<file path="config.mk">
export PLATFORM = sky130hd
export DESIGN_NAME = mmio_timer
export DESIGN_NICKNAME = d
export VERILOG_FILES = /design/src/rtl/mmio_timer_pkg.sv /design/src/rtl/mmio_prescaler.sv /design/src/rtl/mmio_timer.sv
export SDC_FILE = /design/constraint.sdc
export NUM_CORES = 1
export LEC_CHECK = 0
export ABC_AREA = 1
export CAP_MARGIN = 10
export CORE_UTILIZATION = 45
export CTS_CLUSTER_SIZE = 16
export DETAILED_ROUTE_END_ITERATION = 10
export PLACE_DENSITY_LB_ADDON = 0.25
export SYNTH_ARGS = -nofsm -noshare
export SYNTH_HDL_FRONTEND = slang
export SYNTH_HIERARCHICAL = 1
export SYNTH_SLANG_ARGS = --single-unit
</file>
<file path="constraint.sdc">
create_clock -name clk -period 5.3 [get_ports clk]
set_input_delay 0.53 -clock clk [delete_from_list [all_inputs] [get_ports clk]]
set_output_delay 0.53 -clock clk [all_outputs]
set_load 0.05 [all_outputs]
</file>
<file path="src/rtl/mmio_timer_pkg.sv">
// ---------------------------------------------------------------------------
// mmio_timer_pkg
// Shared definitions for the memory-mapped timer: register indices within the
// 32-byte window, CTRL/STATUS bit positions, field widths and a helper that
// turns a register index into its byte offset.
// ---------------------------------------------------------------------------
package mmio_timer_pkg;

   localparam int REG_COUNT = 8;

   // Register indices (addr[4:2])
   localparam logic [2:0] IDX_CTRL     = 3'd0;
   localparam logic [2:0] IDX_PRESCALE = 3'd1;
   localparam logic [2:0] IDX_COUNT    = 3'd2;
   localparam logic [2:0] IDX_COMPARE  = 3'd3;
   localparam logic [2:0] IDX_STATUS   = 3'd4;
   localparam logic [2:0] IDX_TOHOST   = 3'd5;
   localparam logic [2:0] IDX_CYCLE    = 3'd6;
   localparam logic [2:0] IDX_RSVD     = 3'd7;

   // CTRL bits
   localparam int CTRL_W           = 3;
   localparam int CTRL_EN          = 0;
   localparam int CTRL_AUTO_RELOAD = 1;
   localparam int CTRL_IRQ_EN      = 2;

   // STATUS bits
   localparam int STATUS_W  = 2;
   localparam int ST_MATCH  = 0;
   localparam int ST_OVF    = 1;

   // Byte offset of a register within the window.
   function automatic logic [31:0] reg_offset(input logic [2:0] idx);
      return {27'd0, idx, 2'b00};
   endfunction

endpackage

</file>
<file path="src/rtl/mmio_prescaler.sv">
// ---------------------------------------------------------------------------
// mmio_prescaler
// Divides the clock for the timer: while en=1 the internal counter walks
// 0..limit and tick is high for the one cycle in which it sits at limit,
// after which it returns to 0. limit=0 therefore ticks every cycle.
// Ports:
//   clk    - clock
//   reset  - asynchronous active-high reset
//   en     - run enable; the counter holds while low
//   clr    - synchronous clear of the counter (software reconfiguration)
//   limit  - terminal count
//   tick   - one-cycle pulse at terminal count
// ---------------------------------------------------------------------------
module mmio_prescaler #(
   parameter int W = 16
) (
   input  logic         clk,
   input  logic         reset,
   input  logic         en,
   input  logic         clr,
   input  logic [W-1:0] limit,
   output logic         tick
);

   logic [W-1:0] r_cnt;

   // A clear in the same cycle does not suppress the tick: the timer update
   // that tick triggers must still compete with the register write.
   assign tick = en && (r_cnt == limit);

   always_ff @(posedge clk or posedge reset) begin
      if (reset) begin
         r_cnt <= '0;
      end else if (clr) begin
         r_cnt <= '0;
      end else if (en) begin
         if (r_cnt == limit) r_cnt <= '0;
         else                r_cnt <= r_cnt + 1'b1;
      end
   end

endmodule

</file>
<file path="src/rtl/mmio_timer.sv">
// ---------------------------------------------------------------------------
// mmio_timer
// Memory-mapped timer sharing the core store bus with DMEM. Eight word
// registers at BASE_ADDR: CTRL, PRESCALE, COUNT, COMPARE, STATUS (W1C),
// TOHOST, CYCLE (read-only) and one reserved slot.
// Ports:
//   clk     - clock, all state changes on its rising edge
//   reset   - asynchronous active-high reset
//   w_en    - store strobe
//   addr    - byte address (only full-word accesses are meaningful)
//   w_data  - store data
//   r_data  - combinational load data, 0 on a miss or reserved slot
//   irq     - CTRL.IRQ_EN & STATUS.MATCH
//   done    - sticky flag, set after a nonzero TOHOST write
// ---------------------------------------------------------------------------
module mmio_timer
   import mmio_timer_pkg::*;
#(
   parameter logic [31:0] BASE_ADDR  = 32'h0000_1000,
   parameter int          PRESCALE_W = 16
) (
   input  logic        clk,
   input  logic        reset,
   input  logic        w_en,
   input  logic [31:0] addr,
   input  logic [31:0] w_data,
   output logic [31:0] r_data,
   output logic        irq,
   output logic        done
);

   logic [CTRL_W-1:0]     r_ctrl;
   logic [PRESCALE_W-1:0] r_prescale;
   logic [31:0]           r_count;
   logic [31:0]           r_compare;
   logic [STATUS_W-1:0]   r_status;
   logic [31:0]           r_tohost;
   logic [31:0]           r_cycle;
   logic                  r_done;

   logic                  w_hit;
   logic [2:0]            w_idx;
   logic                  w_wr;
   logic                  w_wr_ctrl;
   logic                  w_wr_prescale;
   logic                  w_wr_count;
   logic                  w_wr_status;
   logic                  w_tick;
   logic                  w_match;
   logic [CTRL_W-1:0]     w_ctrl_nxt;
   logic [STATUS_W-1:0]   w_status_nxt;
   logic [31:0]           w_count_nxt;
   logic                  w_unused;

   assign w_hit    = (addr[31:5] == BASE_ADDR[31:5]);
   assign w_idx    = addr[4:2];
   assign w_unused = ^addr[1:0];

   assign w_wr          = w_en && w_hit;
   assign w_wr_ctrl     = w_wr && (w_idx == IDX_CTRL);
   assign w_wr_prescale = w_wr && (w_idx == IDX_PRESCALE);
   assign w_wr_count    = w_wr && (w_idx == IDX_COUNT);
   assign w_wr_status   = w_wr && (w_idx == IDX_STATUS);

   mmio_prescaler #(.W(PRESCALE_W)) u_prescaler (
      .clk   (clk),
      .reset (reset),
      .en    (r_ctrl[CTRL_EN]),
      .clr   (w_wr_ctrl || w_wr_prescale),
      .limit (r_prescale),
      .tick  (w_tick)
   );

   assign w_match = (r_count == r_compare);

   // Update order encodes the priorities: software writes first, then the
   // hardware tick effects override MATCH/OVF clears and the EN bit, and a
   // software COUNT write finally overrides any tick update of COUNT.
   always_comb begin
      w_ctrl_nxt   = r_ctrl;
      w_status_nxt = r_status;
      w_count_nxt  = r_count;
      if (w_wr_ctrl)   w_ctrl_nxt   = w_data[CTRL_W-1:0];
      if (w_wr_status) w_status_nxt = r_status & ~w_data[STATUS_W-1:0];
      if (w_tick) begin
         if (w_match) begin
            w_status_nxt[ST_MATCH] = 1'b1;
            if (r_ctrl[CTRL_AUTO_RELOAD]) w_count_nxt = 32'd0;
            else                          w_ctrl_nxt[CTRL_EN] = 1'b0;
         end else begin
            w_count_nxt = r_count + 32'd1;
            if (r_count == 32'hFFFF_FFFF) w_status_nxt[ST_OVF] = 1'b1;
         end
      end
      if (w_wr_count) w_count_nxt = w_data;
   end

   always_ff @(posedge clk or posedge reset) begin
      if (reset) begin
         r_ctrl     <= '0;
         r_prescale <= '0;
         r_count    <= '0;
         r_compare  <= '0;
         r_status   <= '0;
         r_tohost   <= '0;
         r_cycle    <= '0;
         r_done     <= 1'b0;
      end else begin
         r_ctrl   <= w_ctrl_nxt;
         r_status <= w_status_nxt;
         r_count  <= w_count_nxt;
         r_cycle  <= r_cycle + 32'd1;
         if (w_wr_prescale) r_prescale <= w_data[PRESCALE_W-1:0];
         if (w_wr && (w_idx == IDX_COMPARE)) r_compare <= w_data;
         if (w_wr && (w_idx == IDX_TOHOST)) begin
            r_tohost <= w_data;
            if (w_data != 32'd0) r_done <= 1'b1;
         end
      end
   end

   always_comb begin
      r_data = 32'd0;
      if (w_hit) begin
         case (w_idx)
            IDX_CTRL:     r_data = {{(32-CTRL_W){1'b0}}, r_ctrl};
            IDX_PRESCALE: r_data = 32'(r_prescale);
            IDX_COUNT:    r_data = r_count;
            IDX_COMPARE:  r_data = r_compare;
            IDX_STATUS:   r_data = {{(32-STATUS_W){1'b0}}, r_status};
            IDX_TOHOST:   r_data = r_tohost;
            IDX_CYCLE:    r_data = r_cycle;
            default:      r_data = 32'd0;
         endcase
      end
   end

   assign irq  = r_ctrl[CTRL_IRQ_EN] & r_status[ST_MATCH];
   assign done = r_done;

endmodule

</file>
==> summary.txt, run 1 <==
Status
  • Status: finished clean

STA
  • Clock skew: 0.0100 ns
  • Fmax: 239 MHz
  • Setup TNS: 0 ns
  • Max Slew Vio Count: 0
  • RSZ-0062 raised after global routing: false
  • Final period util: 0.790
  • Final min period: approximately 4.2 ns
  • Fin. Hold Viols: 0
  • Worst Tran Pin Value: 0.891 ns
  • Slew headroom: 0.405
  • Final setup violation count: 0

Final layout
  • Multi-input gate area: 5290 µm²
  • Syn-to-layout area delta: 16.1%
  • Sequential cell area: 4150 µm²
  • FILL cells: 2190
  • N_diodes: 0
  • Layout cells sized above 1: 0.0509
  • Nets: 1609
  • Post-Route Utilization: 0.535

Clocking
  • Clock sink count: 166
  • CTS tree: built
  • CTS Buf Count: 17
  • Clk root buf: clkbuf_16
  • Worst-skew pair later-pin latency: 0.44 ns
  • Hold-fix buffers, CTS: 0
  • Clk slew on worst S/H paths: 0.07 ns
  • H-tree depth: 4
  • Resized cells post-CTS: 0
  • Largest buffer count on any clock path: 2
  • Post-CTS Setup Inserts: 0

Floorplan
  • Site Rows: 55
  • Core area: 22700 µm²
  • Die Wd: 154 µm
  • Die Y: 154 µm
  • Starting Density: 0.460
  • I/O pin total: 101
  • Die area: 23800 µm²

Global route
  • Met1 Usage GRT: 0.378
  • Gr busiest metal: met2
  • GR Overflow Total: 0
  • Number of global-route vias before repair: 9504
  • GR Util met2: 0.457
  • Largest net degree at the start of global routing: 66
  • Total GRT Usage: 0.282
  • Initial antenna violation count: 0
  • Met3 usage: 0.0434
  • First-pass GRT wire length: 52200 µm

Yosys
  • Async S/R FF share, synth: 1.00
  • Synthesis-stage register bit count: 166
  • Syn Area/Cell: 7.03 µm²
  • EDFF count, synth: 0
  • Sequential-to-total area share from yosys stat: 0.397
  • Count leader, synth: nand2_1
  • Area leader, netlist: dfrtp_1
  • Cell count after synthesis: 1486
  • Yosys warnings: 6
  • Post-Syn Area: 10500 µm²
  • Post-synth top cells: nand2_1, dfrtp_1, inv_1
  • Area contributors post-synth: dfrtp_1, nand2_1, inv_1
  • Syn nets: 1556
  • Cell variety after synth: 36
  • Commonest register cell after synthesis: dfrtp_1
  • Top-area cell type share of the netlist area: 0.397

Setup path
  • CP bufs+invs: 3
  • Most frequent CP cell: clkdlybuf4s50_1
  • Worst reg2reg setup slack: 2.71 ns
  • Critical Path Sink Type: output pin
  • Reg2reg start: r_count[26]$_DFFE_PP0P_
  • CP Class: in -> out
  • Stages on worst setup path: 7
  • Slowest cell on the critical path: clkdlybuf4s50_1
  • Worst endpoint required time: 4.77 ns
  • Crit path cell chain: clkdlybuf4s50_1, nand3_1, buf_4, o22ai_1, a221oi_1, nor2_1, clkdlybuf4s50_1
  • Worst Setup Start Kind: input port
  • Critical Path Fanout Max: 19
  • Delay-heaviest family, CP: buffers and inverters
  • CP arrival: 3.66 ns
  • Slowest stage delay, CP: 0.81 ns
  • R2R depth: 12
  • Reg-to-reg endpoint: r_count[23]$_DFFE_PP0P_

Power
  • Switching Fraction: 0.240
  • Pleak: approximately 5.6 nW
  • Max IR drop VDD: between 0.0002 and 0.00025 V
  • Net Sw Power: 0.663 mW
  • Cell Int Power: 2.10 mW
  • Clk network pwr share: 0.485
  • Cell Pwr Density: 227 nW/µm²
  • Logic pwr share: 0.057
  • Seq pwr share: 0.459

Route
  • Routed WL per cell: ~18 µm
  • First drt pass iteration count: 5
  • DR iter-0 viols: 916
  • Final WL: approximately 33000 µm
  • DRC: 0
  • Avg Vias per Cell: 5.55
  • Final ANT Viol Nets: 0
  • Vias: 10200

Flow run
  • MaxCap Viol Count: 0

Place
  • Final HPWL DP: 23400 µm
  • Buffers on Ports: 98
  • Gpl congestion: 1.03

Min path
  • Worst hold path class: reg -> reg
  • Worst Hold Path EP: done$_DFFE_PP0P_
  • HP Start: done$_DFFE_PP0P_
  • Hold depth: 2
## power groups by stage
| stage | registers [mW] | clock network [mW] | logic, mW |
|---|---|---|---|
| 2_1_floorplan | 1.29 | 0 | 0.0520 |
| 3_3_place_gp | 1.29 | 0 | 0.154 |
| 3_5_place_dp | 1.29 | 0 | 0.155 |
| 4_1_cts | 1.27 | 1.35 | 0.156 |
| 5_1_grt | 1.27 | 1.40 | 0.167 |
| 6_report | 1.27 | 1.34 | 0.156 |
## flip-flops by register name (all words and copies together), names as in the netlist
| register | count |
|---|---|
| r_compare | 32 |
| r_count | 32 |
| r_cycle | 32 |
| r_tohost | 32 |
| r_prescale | 16 |
| u_prescaler/r_cnt | 16 |
| r_ctrl | 3 |
| r_status | 2 |
| done | 1 |
## per-stage QoR
step	hold slack [ns]	instance area (µm²)	cells	total power [mW]	setup WS, ns
2_1_floorplan	0.444	10500	1486	1.34	0.734
3_3_place_gp	0.456	11500	1805	1.44	1.20
3_5_place_dp	0.454	11500	1805	1.45	1.16
4_1_cts	0.473	12100	1836	2.78	1.15
5_1_grt	0.496	12100	1836	2.83	0.963
6_report	0.468	12100	1836	2.76	1.11
## cells in the final DEF (no fill, tap or decap), types with 4 or more instances in the layout
master / n
nor2_2: 6
o21ai_1: 29
buf_4: 14
o22ai_1: 32
xor2_1: 59
inv_1: 157
xnor2_1: 32
o21ai_0: 60
inv_2: 9
nor2_4: 9
dfrtp_1: 166
nand2_1: 485
a221oi_1: 23
nand4_1: 19
clkbuf_16: 17
clkdlybuf4s50_1: 98
nor2_1: 129
nor3_1: 24
nand3_1: 98
nor4_1: 13
a21oi_1: 30
nand3b_1: 4
## kinds of logic (layout without fill, tap and decap cells)
logic type | Yosys count | count (layout) | synth area share
flip-flops | 166 | 166 | 0.397
buffers and inverters | 245 | 310 | 0.0987
XOR/XNOR | 91 | 91 | 0.0762
adder cells (fa/ha/maj) | 3 | 3 | 0.00359
AO/OA/AOI/OAI | 181 | 181 | 0.100
AND/OR/NAND/NOR | 800 | 800 | 0.324
## how the worst max path moves through the flow
stage	startpoint	to	slack (ns)
floorplan	reset	done$_DFFE_PP0P_	0.73
global placement	addr[4]	r_data[30]	1.20
detailed placement	addr[4]	r_data[30]	1.16
CTS	addr[4]	r_data[30]	1.15
global route	addr[4]	r_data[30]	0.96
finish	addr[4]	r_data[30]	1.11
## metal layers
metal / part of all wire / up-vias / wire length [µm]
met5: 0 / - / 0
met4: 0.035 / 0 / 1140
met3: 0.075 / 69 / 2450
met2: 0.46 / 455 / 15100
met1: 0.43 / 4816 / 14000
li1: - / 4843 / -
## tightest hold or removal path, delay by kind of cell (launching register included)
family	cells	cell delay, ns
and+or+nand+nor	1	0.05
buffers and inverters	1	0.04
DFF	1	0.35
## cell type report
class / instances / area share
clock buffers: 19 / 0.0373
clock inverters: 12 / 0.0138
inverters: 167 / 0.0520
multi-input cells: 1075 / 0.436
flip-flops and latches: 166 / 0.342
well taps: 285 / 0.0294
repair buffers: 112 / 0.0894
Note: power is estimated with default switching activity, not from simulation.
==> run 2: changes to the inputs <==
- clock period: 5.3 -> 4 ns (I/O delays scaled with it)
==> summary.txt, run 2 (same netlist as run 1, synthesis figures left out) <==
STA
  • Hold_ws: 0.395 ns (-0.0723 ns)
  • Worst Tran Pin Value: 0.851 ns (-0.0398 ns)
  • Final min period: 3.04 ns
  • Final period util: 0.761
  • Setup ws final: 0.955 ns (-0.156 ns)
  • Fin. Hold Viols: 0 (unchanged)
  • RSZ-0062 raised after global routing: false
  • Max Slew Vio Count: 0 (unchanged)
  • Final setup violation count: 0 (unchanged)
  • Setup TNS: 0 ns (unchanged)
  • Clock skew: 0.0166 ns (+0.00656 ns)
  • Slew headroom: 0.431 (+0.0266)
  • Fmax: 328 MHz

Place
  • DP Worst Slack: 0.830 ns (-0.334 ns)
  • Placed cells: 1807 (+0.11%)
  • Placed cell area: 11900 µm² (+3.1%)
  • Buffers on Ports: 98 (unchanged)
  • Final HPWL DP: 22700 µm (-3.0%)
  • Gpl congestion: 0.899 (-13%)

Floorplan
  • Site Rows: 55 (unchanged)
  • Core area: 22700 µm² (unchanged)
  • Die area: 23800 µm² (unchanged)
  • I/O pin total: 101 (unchanged)
  • Die Wd: 154 µm (unchanged)
  • Die Y: 154 µm (unchanged)
  • Starting Density: 0.460 (unchanged)

Setup path
  • Slowest cell on the critical path: clkdlybuf4s50_1
  • Reg-to-reg endpoint: r_count[23]$_DFFE_PP0P_
  • Critical Path Sink Type: output pin
  • Critical Path Fanout Max: 33 (+14)
  • R2R depth: 12 (unchanged)
  • CP endpoint: r_data[1]
  • Worst reg2reg setup slack: 1.45 ns (-1.26 ns)
  • Worst endpoint required time: 3.60 ns (-1.17 ns)
  • CP Class: in -> out
  • CP arrival: 2.64 ns (-1.02 ns)
  • Reg2reg start: r_count[21]$_DFFE_PP0P_
  • Setup crit start: addr[4]
  • Crit path cell chain: clkdlybuf4s50_1, inv_2, nand3_1, inv_2, nand2_1, o21ai_0, a21oi_1, a21oi_1, buf_12
  • Slowest stage delay, CP: 0.56 ns (-0.25 ns)
  • Worst Setup Start Kind: input port

Global route
  • GR Overflow Total: 0 (unchanged)
  • Total GRT Usage: 0.276 (-0.00577)
  • Number of global-route vias before repair: 9530 (+0.27%)
  • First-pass GRT wire length: 51000 µm (-2.3%)
  • Largest net degree at the start of global routing: 92 (+39%)
  • Initial antenna violation count: 0 (unchanged)

Status
  • Status: finished clean

Power
  • Max IR drop VDD: 0.000228 V (+1.6%)
  • Cell Pwr Density: 287 nW/µm² (+26%)
  • Pleak: 5.74 nW (+2.8%)
  • Pwr Total: 3.59 mW (+30%)

Clocking
  • Clock sink count: 166 (unchanged)
  • Clk slew on worst S/H paths: 0.07 ns (about the same)
  • Hold-fix buffers, CTS: 0 (unchanged)
  • H-tree depth: 4 (unchanged)
  • Worst-skew pair later-pin latency: 0.44 ns (about the same)
  • Clk root buf: clkbuf_16
  • CTS tree: built
  • Largest buffer count on any clock path: 2 (unchanged)
  • Post-CTS Setup Inserts: 0 (unchanged)
  • Resized cells post-CTS: 0 (unchanged)
  • CTS Buf Count: 17 (unchanged)

Final layout
  • Finished Layout Cells: 1839 (+0.16%)
  • N_diodes: 0 (unchanged)
  • Layout cells sized above 1: 0.0734 (+0.0224)
  • Fin area: 12500 µm² (+2.9%)
  • Nets: 1611 (+0.12%)
  • Commonest non-fill, non-tap cell in the layout: nand2_1
  • Most frequent cells in the layout: nand2_1, dfrtp_1, inv_1, nor2_1, nand3_1
  • Syn-to-layout area delta: 19.5%
  • Post-Route Utilization: 0.550 (+0.0154)
  • FILL cells: 2138 (-2.4%)

Route
  • Final ANT Viol Nets: 0 (unchanged)
  • First drt pass iteration count: 6 (+1)
  • Final WL: 31700 µm (-3.2%)
  • Avg Vias per Cell: 5.47 (-1.4%)
  • Vias: 10100 (-1.2%)
  • Routed WL per cell: 17.2 µm (-3.3%)
  • DRC: 0 (unchanged)
  • DR iter-0 viols: 895 (-2.3%)

Flow run
  • MaxCap Viol Count: 0 (unchanged)

Min path
  • Worst hold path class: in -> async
## run 2: worst min-delay path by stage
stage                                  endpoint  slack (ns)  cells after the start
2_1_floorplan  u_prescaler/r_cnt[0]$_DFFE_PP0P_        0.31                      1
3_3_place_gp                   done$_DFFE_PP0P_        0.46                      2
3_5_place_dp                   done$_DFFE_PP0P_        0.46                      2
4_1_cts               r_prescale[1]$_DFFE_PP0P_        0.40                      2
5_1_grt               r_prescale[1]$_DFFE_PP0P_        0.43                      2
6_report              r_prescale[1]$_DFFE_PP0P_        0.40                      2
## run 2: report_power, final
group          total, mW  switching, mW  internal [mW]
Sequential          1.68   0.0000000525           1.68
Combinational      0.204          0.124         0.0797
Clock               1.71          0.812          0.899
## run 2: metal layers
layer,GRT usage,wire [µm]
met5,0,0
met4,0.136,1480
met3,0.0474,2090
met2,0.442,14500
met1,0.362,13600
## run 2: layout make-up
class                      count  area (µm²)  share of cell area
clock buffer                  17         425              0.0341
inverter                     167         631              0.0505
clock inverter                15         186              0.0149
timing repair buffer         114        1450               0.116
sequential                   166        4150               0.333
tap                          285         357              0.0285
multi-input combinational   1075        5290               0.424
## run 2: critical path, delay by kind of cell
family          cells  cell delay, ns
compound gates      3            0.54
buf+inv             4            1.46
simple gates        2            0.22
